## config.mk

```make
export PLATFORM = sky130hd
export DESIGN_NAME = n64_frame_deserializer
export DESIGN_NICKNAME = d
export VERILOG_FILES = /design/src/rtl/n64_frame_deserializer.sv
export SDC_FILE = /design/constraint.sdc
export NUM_CORES = 1
export LEC_CHECK = 0
export ABC_AREA = 0
export BUFFER_PORTS_ARGS = -buffer_cell sky130_fd_sc_hd__buf_2
export CAP_MARGIN = 20
export CELL_PAD_IN_SITES_DETAIL_PLACEMENT = 0
export CELL_PAD_IN_SITES_GLOBAL_PLACEMENT = 1
export CORE_MARGIN = 2
export CORE_UTILIZATION = 45
export CTS_CLUSTER_SIZE = 30
export DETAILED_ROUTE_END_ITERATION = 12
export GPL_TIMING_DRIVEN = 0
export PLACE_DENSITY_LB_ADDON = 0.1
export SLEW_MARGIN = 10
export SYNTH_ARGS = -nofsm -noshare
export SYNTH_HDL_FRONTEND = slang
export SYNTH_SLANG_ARGS = --single-unit
```

## constraint.sdc

```tcl
create_clock -name clock -period 5.7 [get_ports clock]
set_clock_uncertainty 0.15 [all_clocks]
set_input_delay 1.14 -clock clock [delete_from_list [all_inputs] [get_ports clock]]
set_output_delay 1.14 -clock clock [all_outputs]
set_load 0.01 [all_outputs]
```

## src/rtl/n64_frame_deserializer.sv

```systemverilog
// -----------------------------------------------------------------------------
// n64_frame_deserializer
//
// Collects decoded N64 line symbols into a response frame of FRAME_BITS data
// bits followed by a stop symbol. The first BUTTON_BITS received bits form
// the button field and the rest form the joystick field. A frame is committed
// only when exactly FRAME_BITS bits are followed by a stop symbol. Short
// frames, long frames and stalled frames raise a one-cycle frame_error, and
// the published fields keep the last good frame.
//
// Symbol encoding on data[1:0]:
//   00 : no symbol this cycle
//   10 : data bit 0
//   01 : data bit 1      (the bit value is always data[0])
//   11 : stop bit
// -----------------------------------------------------------------------------
module n64_frame_deserializer #(
  parameter int FRAME_BITS     = 32,   // data bits per frame, stop excluded
  parameter int BUTTON_BITS    = 16,   // first-received bits routed to buttons
  parameter int TIMEOUT_CYCLES = 64,   // max idle cycles inside a frame
  parameter bit LSB_FIRST      = 1'b1  // 1: first bit lands in field bit 0
) (
  input  logic                              clock,
  input  logic                              reset_n,
  input  logic                              enable_latch,
  input  logic [1:0]                        data,
  output logic [BUTTON_BITS-1:0]            buttons,
  output logic [FRAME_BITS-BUTTON_BITS-1:0] joystick,
  output logic                              frame_valid,
  output logic                              frame_error,
  output logic                              busy,
  output logic [7:0]                        frame_count
);

  localparam int JOY_BITS  = FRAME_BITS - BUTTON_BITS;
  localparam int BIT_CNT_W = $clog2(FRAME_BITS + 1);
  localparam int TMO_CNT_W = $clog2(TIMEOUT_CYCLES + 1);

  // Counter values at which the current symbol completes the data phase or
  // exhausts the idle allowance.
  localparam logic [BIT_CNT_W-1:0] LAST_BIT  = BIT_CNT_W'(FRAME_BITS - 1);
  localparam logic [TMO_CNT_W-1:0] LAST_IDLE = TMO_CNT_W'(TIMEOUT_CYCLES - 1);

  localparam logic [1:0] SYM_NONE = 2'b00;
  localparam logic [1:0] SYM_BIT0 = 2'b10;
  localparam logic [1:0] SYM_BIT1 = 2'b01;
  localparam logic [1:0] SYM_STOP = 2'b11;

  typedef enum logic [1:0] {
    S_IDLE = 2'd0,
    S_RECV = 2'd1,
    S_STOP = 2'd2
  } state_t;

  // Elaboration-time guards on the parameter ranges.
  if (FRAME_BITS < 2 || FRAME_BITS > 64) begin : g_bad_frame_bits
    $error("n64_frame_deserializer: FRAME_BITS must be in 2..64");
  end
  if (BUTTON_BITS < 1 || BUTTON_BITS > FRAME_BITS - 1) begin : g_bad_button_bits
    $error("n64_frame_deserializer: BUTTON_BITS must be in 1..FRAME_BITS-1");
  end
  if (TIMEOUT_CYCLES < 2) begin : g_bad_timeout
    $error("n64_frame_deserializer: TIMEOUT_CYCLES must be >= 2");
  end

  state_t                 state;
  logic                   enable_latch_d;
  logic [FRAME_BITS-1:0]  shift_q;
  logic [BIT_CNT_W-1:0]   bit_cnt;
  logic [TMO_CNT_W-1:0]   tmo_cnt;

  logic                   start;
  logic [FRAME_BITS-1:0]  shift_next;
  logic [BUTTON_BITS-1:0] frame_buttons;
  logic [JOY_BITS-1:0]    frame_joystick;

  // A frame starts on the synchronous rising edge of the level request.
  assign start = enable_latch & ~enable_latch_d;

  // Shift direction is chosen so that after exactly FRAME_BITS bits the first
  // received bit sits at frame[0] (LSB first) or frame[FRAME_BITS-1] (MSB
  // first). Only complete frames are ever committed, so the intermediate
  // alignment does not matter.
  if (LSB_FIRST) begin : g_lsb_first
    assign shift_next     = {data[0], shift_q[FRAME_BITS-1:1]};
    assign frame_buttons  = shift_q[BUTTON_BITS-1:0];
    assign frame_joystick = shift_q[FRAME_BITS-1:BUTTON_BITS];
  end else begin : g_msb_first
    assign shift_next     = {shift_q[FRAME_BITS-2:0], data[0]};
    assign frame_buttons  = shift_q[FRAME_BITS-1:JOY_BITS];
    assign frame_joystick = shift_q[JOY_BITS-1:0];
  end

  // Frame FSM with registered fields, strobes, busy flag and good-frame count.
  // NOTE: every register here is assigned with <= so all of them sample the
  // same pre-edge values; mixing in = would make results depend on statement
  // order.
  always_ff @(posedge clock) begin
    // NOTE: reset is synchronous, so reset_n must be low across a rising edge
    // to take effect; it wins over start and over any symbol.
    if (!reset_n) begin
      state          <= S_IDLE;
      enable_latch_d <= 1'b0;
      shift_q        <= '0;
      bit_cnt        <= '0;
      tmo_cnt        <= '0;
      buttons        <= '0;
      joystick       <= '0;
      frame_count    <= '0;
      frame_valid    <= 1'b0;
      frame_error    <= 1'b0;
      busy           <= 1'b0;
    end else begin
      enable_latch_d <= enable_latch;
      // Strobes are single-cycle: they drop unless re-asserted below.
      frame_valid    <= 1'b0;
      frame_error    <= 1'b0;

      if (start) begin
        // A new request abandons any frame in progress without an error and
        // swallows the symbol presented in the same cycle.
        shift_q <= '0;
        bit_cnt <= '0;
        tmo_cnt <= '0;
        state   <= S_RECV;
        busy    <= 1'b1;
      end else begin
        case (state)
          S_IDLE: begin
            // Symbols outside a frame are ignored.
          end

          S_RECV: begin
            case (data)
              SYM_BIT0, SYM_BIT1: begin
                shift_q <= shift_next;
                bit_cnt <= bit_cnt + BIT_CNT_W'(1);
                tmo_cnt <= '0;
                if (bit_cnt == LAST_BIT) begin
                  state <= S_STOP;
                end
              end
              SYM_STOP: begin
                // Stop arrived before all data bits: short frame.
                frame_error <= 1'b1;
                state       <= S_IDLE;
                busy        <= 1'b0;
              end
              default: begin
                if (tmo_cnt == LAST_IDLE) begin
                  frame_error <= 1'b1;
                  state       <= S_IDLE;
                  busy        <= 1'b0;
                end else begin
                  tmo_cnt <= tmo_cnt + TMO_CNT_W'(1);
                end
              end
            endcase
          end

          S_STOP: begin
            case (data)
              SYM_STOP: begin
                // Both fields and the count change on the same edge so a
                // consumer never sees a half-updated frame.
                buttons     <= frame_buttons;
                joystick    <= frame_joystick;
                frame_count <= frame_count + 8'd1;
                frame_valid <= 1'b1;
                state       <= S_IDLE;
                busy        <= 1'b0;
              end
              SYM_BIT0, SYM_BIT1: begin
                // A data bit where the stop bit belongs: long frame.
                frame_error <= 1'b1;
                state       <= S_IDLE;
                busy        <= 1'b0;
              end
              default: begin
                if (tmo_cnt == LAST_IDLE) begin
                  frame_error <= 1'b1;
                  state       <= S_IDLE;
                  busy        <= 1'b0;
                end else begin
                  tmo_cnt <= tmo_cnt + TMO_CNT_W'(1);
                end
              end
            endcase
          end

          default: begin
            state <= S_IDLE;
            busy  <= 1'b0;
          end
        endcase
      end
    end
  end

  // SYM_NONE is handled by the default arms above; named here for clarity of
  // the encoding table only.
  logic unused_sym_none;
  assign unused_sym_none = ^SYM_NONE;

endmodule

```

* Yosys cells after proc, flatten, opt, wreduce, memory -nomap -nowiden *
Cells that the tools add are included.

word-level totals
  output and inout bits = 43
  bits of input ports = 5
  register bits after elaboration = 91
  logic and storage cells = 66

cells by class
  equal/unequal tests = 13
  bitwise logic cells = 6
  multiplexer cells = 20
  $add $sub $neg = 3
  reduce and logical (&&, ||, !) cells = 12

operators by type and width
  operator               count
  $pmux W7 S2            2
  $mux W7                2
  $add A8 B1 Y8 const B  1
  $pmux W1 S2            4
  $reduce_and A2 Y1      4
  $add A7 B1 Y7 const B  1
  $eq A7 B6 Y1 const B   1
  $add A6 B1 Y6 const B  1
  $eq A2 B2 Y1 const B   3
  $eq A6 B5 Y1 const B   1
  $mux W1                6
  $mux W2                3
  $ne A2 B2 Y1 const B   3
  $ne A3 B3 Y1 const B   2
  $pmux W2 S3            1
  $reduce_and A3 Y1      2
  $reduce_or A3 Y1       2
  $not A1 Y1             5
  $eq A2 B1 Y1 const B   2
  $ne A4 B4 Y1 const B   1
  $pmux W2 S2            1
  $reduce_or A2 Y1       2
  $pmux W1 S3            1
  $logic_not A2 Y1       1
  2 further kinds        2

* Depth between registers and ports, before layout *
  word-level depth = 5
  gate-level depth with buffers = 8
  mapped depth without buffers = 6

* Worst setup path after synthesis *
OpenSTA, ideal clock, no wires.

  path type = input to register
  from = input port data[0]
  to = register tmo_cnt[0]
  data required time = 5.480 ns
  slack = 3.192 ns
  setup time = 0.070 ns
  path buffers = 2
  arrival = 2.288 ns
  stages = 6
  path through = ha_1 buf_2 a22o_1 buf_2 or3_1 a21oi_1

between the ends
  cells in the longest elaborated chain, start to end = 4
  elaborated cells on any way between the ends = 10
  classes of those cells = eq/ne: 5; mux: 2; reduce/logical: 3

ends and longest elaborated chain
  item                                                         line      RTL
  from (decl)                                                  26        input logic [1:0] data,
  $eq A2 B2 Y1 / $eq A2 B1 Y1 (equally long branches)          134, 162
  $reduce_or A2 Y1 / $reduce_or A3 Y1 (equally long branches)  -
  $pmux W7 S2 / $ne A2 B2 Y1 (equally long branches)           -
  $pmux W7 S2 / $reduce_and A3 Y1 (equally long branches)      -
  to (signal assigned)                                         155       tmo_cnt <= tmo_cnt + TMO_CNT_W'(1);
  to (signal assigned)                                         185       tmo_cnt <= tmo_cnt + TMO_CNT_W'(1);
  to (decl)                                                    70        logic [TMO_CNT_W-1:0] tmo_cnt;

Parallel ways exist; a longest one is shown, timed or not.
A chain may end at the register's enable or synchronous reset.

* Final worst setup path *
  from = input port data[0]
  to = register tmo_cnt[3]

The elaborated chain is that of the path after synthesis.

==> flow_summary.ini <==
[logic_synthesis]
synth_area_per_cell_sq_um = 8.140
yosys.area.top_type_share = 0.5121
synth_area_leader_cell = dfxtp_1
syn-cell-area_sq_um = 3557
synth_area_leaders = dfxtp_1 (51%), nand2_1 (16%), a21oi_1 (10%), ha_1 (3.2%), nor2_1 (1.8%)
yosysMostFrequentCell = nand2_1
synth_flop_cell = dfxtp_1
yosysSeqAreaShare = 0.5121
synthCells = 437
synthTopCellsByCount = nand2_1 (148), dfxtp_1 (91), a21oi_1 (73)
yosysWarnings = 0
synth_edf_count = 0
syn_nets = 451
netlist-cell-type-count = 39
ys_ff_latch = 91
async_flop_share = 0

[cells_and_area]
area_delta_synth_final_pct = 16.14
drive_gt1_frac = 0.1543
antenna_cells = 0
nets = 508
fillerInstances = 804

[setup_path]
rrSetupSlack_ns = 3.64
cp_max_fo = 9
r2r-end = tmo_cnt[5]
cp-end-kind = flop
reg2reg_depth = 8
start_kind = input port
worst-setup-path-type = input port to flop
required_ns = 5.76
critical_path_arrival_ns = 2.63
timing.rr.start = state[0]

[place]
port_buffers = 46
dpl.hpwl_microns = 5208
finalWeightedCongestion = 0.8272

[route]
drt_iter0_drc = 141
wl_per_cell_microns = 12.30
avgViaCountPerCell = 4.982
routed_wl_microns = 7395
ant_nets = 0
drc = 0
first_pass_iters = 4
via_count = 2994

[timing]
worstMarginPinSlew_ns = 0.6530
rsz0062_at_grt = false
setup_viol = 0
finalCritPeriodShare = 0.4508
finalMaxSlewViolations = 0
tns_ns = 0
worst_hold_slack_ns = 0.3042
hold_viol = 0
fin_crit_ns = 2.570
fmax_ghz = 0.3891
max_slew_margin = 0.5610

[clock_network]
h-tree-depth = 3
hold_buffers = 0
cts_num_sinks = 91
cts_buffer_depth = 2
post_cts_buffers = 0
clk_latency_ns = 0.35
cts-root-buf = clkbuf_8
ctsResizeCount = 0
clk_pin_slew_ns = 0.09
numCtsBuffers = 9
cts_tree = built

[min_path]
hold_depth = 2
hp-class = flop to flop
hold_end = joystick[7]
min-delay-start = joystick[7]

[grt]
grt_usage = 0.1814
grt_pass1_wl_microns = 12610
antenna_found_initial = 0
grt.overflow.total = 0
grt_pass1_vias = 2721
grt_max_degree = 16

[run]
cap_violations = 0

[floorplanning]
rows = 32
die_area_sq_um = 8632
core_area_sq_um = 7687
io_pins = 48
die_x_microns = 92.91
start_util = 0.4627
die_h_microns = 92.91

[power]
power.density_nw_per_um2 = 281.9
max-vdd-ir-drop_mv = 0.1113
p_leak_uw = 0.001534
finalPower_uw = 1165

[outcome]
status = complete, no violations
==> metrics by stage <==
stage	cell area [sq um]	cells	setup slack (ns)	util
2_1_floorplan	3557	437	3.192	-
3_3_place_gp	3915	585	2.813	0.5093
3_5_place_dp	3915	585	2.766	0.5093
4_1_cts	4131	601	3.154	0.5374
5_1_grt	4131	601	2.955	0.5374
6_report	4131	601	3.130	0.5374
==> critical path, cell delays in order <==
cell,delay (ns)
buf_2,0.12
inv_1,0.06
ha_1,0.34
nand2_1,0.26
o31ai_1,0.63
a21oi_1,0.08
==> cell type report <==
cell class | instances | area [sq um] | area share
Inverter | 7 | 26.28 | 0.006360
Multi-Input combinational cell | 312 | 1588 | 0.3843
Tap cell | 102 | 127.6 | 0.03089
Buffer | 27 | 121.4 | 0.02938
Sequential cell | 91 | 1822 | 0.4409
Timing Repair Buffer | 46 | 230.2 | 0.05572
Clock inverter | 6 | 88.84 | 0.02150
Clock buffer | 10 | 127.6 | 0.03089
==> registers in the layout, summed over array words and instances, names as in the netlist <==
register / cells
busy: 1
tmo_cnt: 7
shift_q: 32
frame_error: 1
enable_latch_d: 1
joystick: 16
frame_valid: 1
frame_count: 8
buttons: 16
bit_cnt: 6
state: 2
==> cell usage in the layout, fill, tap and decap left out, types with 3 or more instances in the layout <==
cell      instances
nand4_1           4
buf_2            56
o31ai_1           5
nand3_1           4
ha_1              9
xor2_1            4
mux2i_1           3
nand2_1         148
and3_1            4
clkbuf_1         17
nand2b_1          4
a21oi_1          73
inv_1             6
nor2_1           17
or3_1             3
clkbuf_8          9
dfxtp_1          91
xnor2_1           6
==> cell families after synthesis <==
logic type / synth area share
and+or+nand+nor: 0.2406
AOI/OAI and AO/OA: 0.1411
DFF: 0.5121
buffers and inverters: 0.04151
xor gates and xnor gates: 0.02462
adders and majority gates: 0.03166
muxes: 0.008442
==> power by group <==
| group | leakage (uW) | internal [uW] | switching, uW |
|---|---|---|---|
| Sequential | 0.000734 | 638 | 2.10 |
| Clock | 0.000103 | 248 | 222 |
| Combinational | 0.000697 | 14.8 | 40.1 |
| Total | 0.00153 | 901 | 264 |
==> how the worst max path moves through the flow <==
stage	endpoint	cells past startpoint	slack [ns]	from
2_1_floorplan	tmo_cnt[0]	6	3.19	data[0]
3_3_place_gp	buttons[1]	8	2.81	data[0]
3_5_place_dp	tmo_cnt[0]	6	2.77	data[0]
4_1_cts	tmo_cnt[0]	6	3.15	data[0]
5_1_grt	buttons[6]	8	2.96	data[0]
6_report	tmo_cnt[3]	6	3.13	data[0]
==> metal layers <==
metal,global-route usage,wire [microns]
met5,0,0
met3,0.03173,252
met2,0.2886,3313
met4,0.06985,36
met1,0.2455,3792
(Power assumes the default switching activity.)
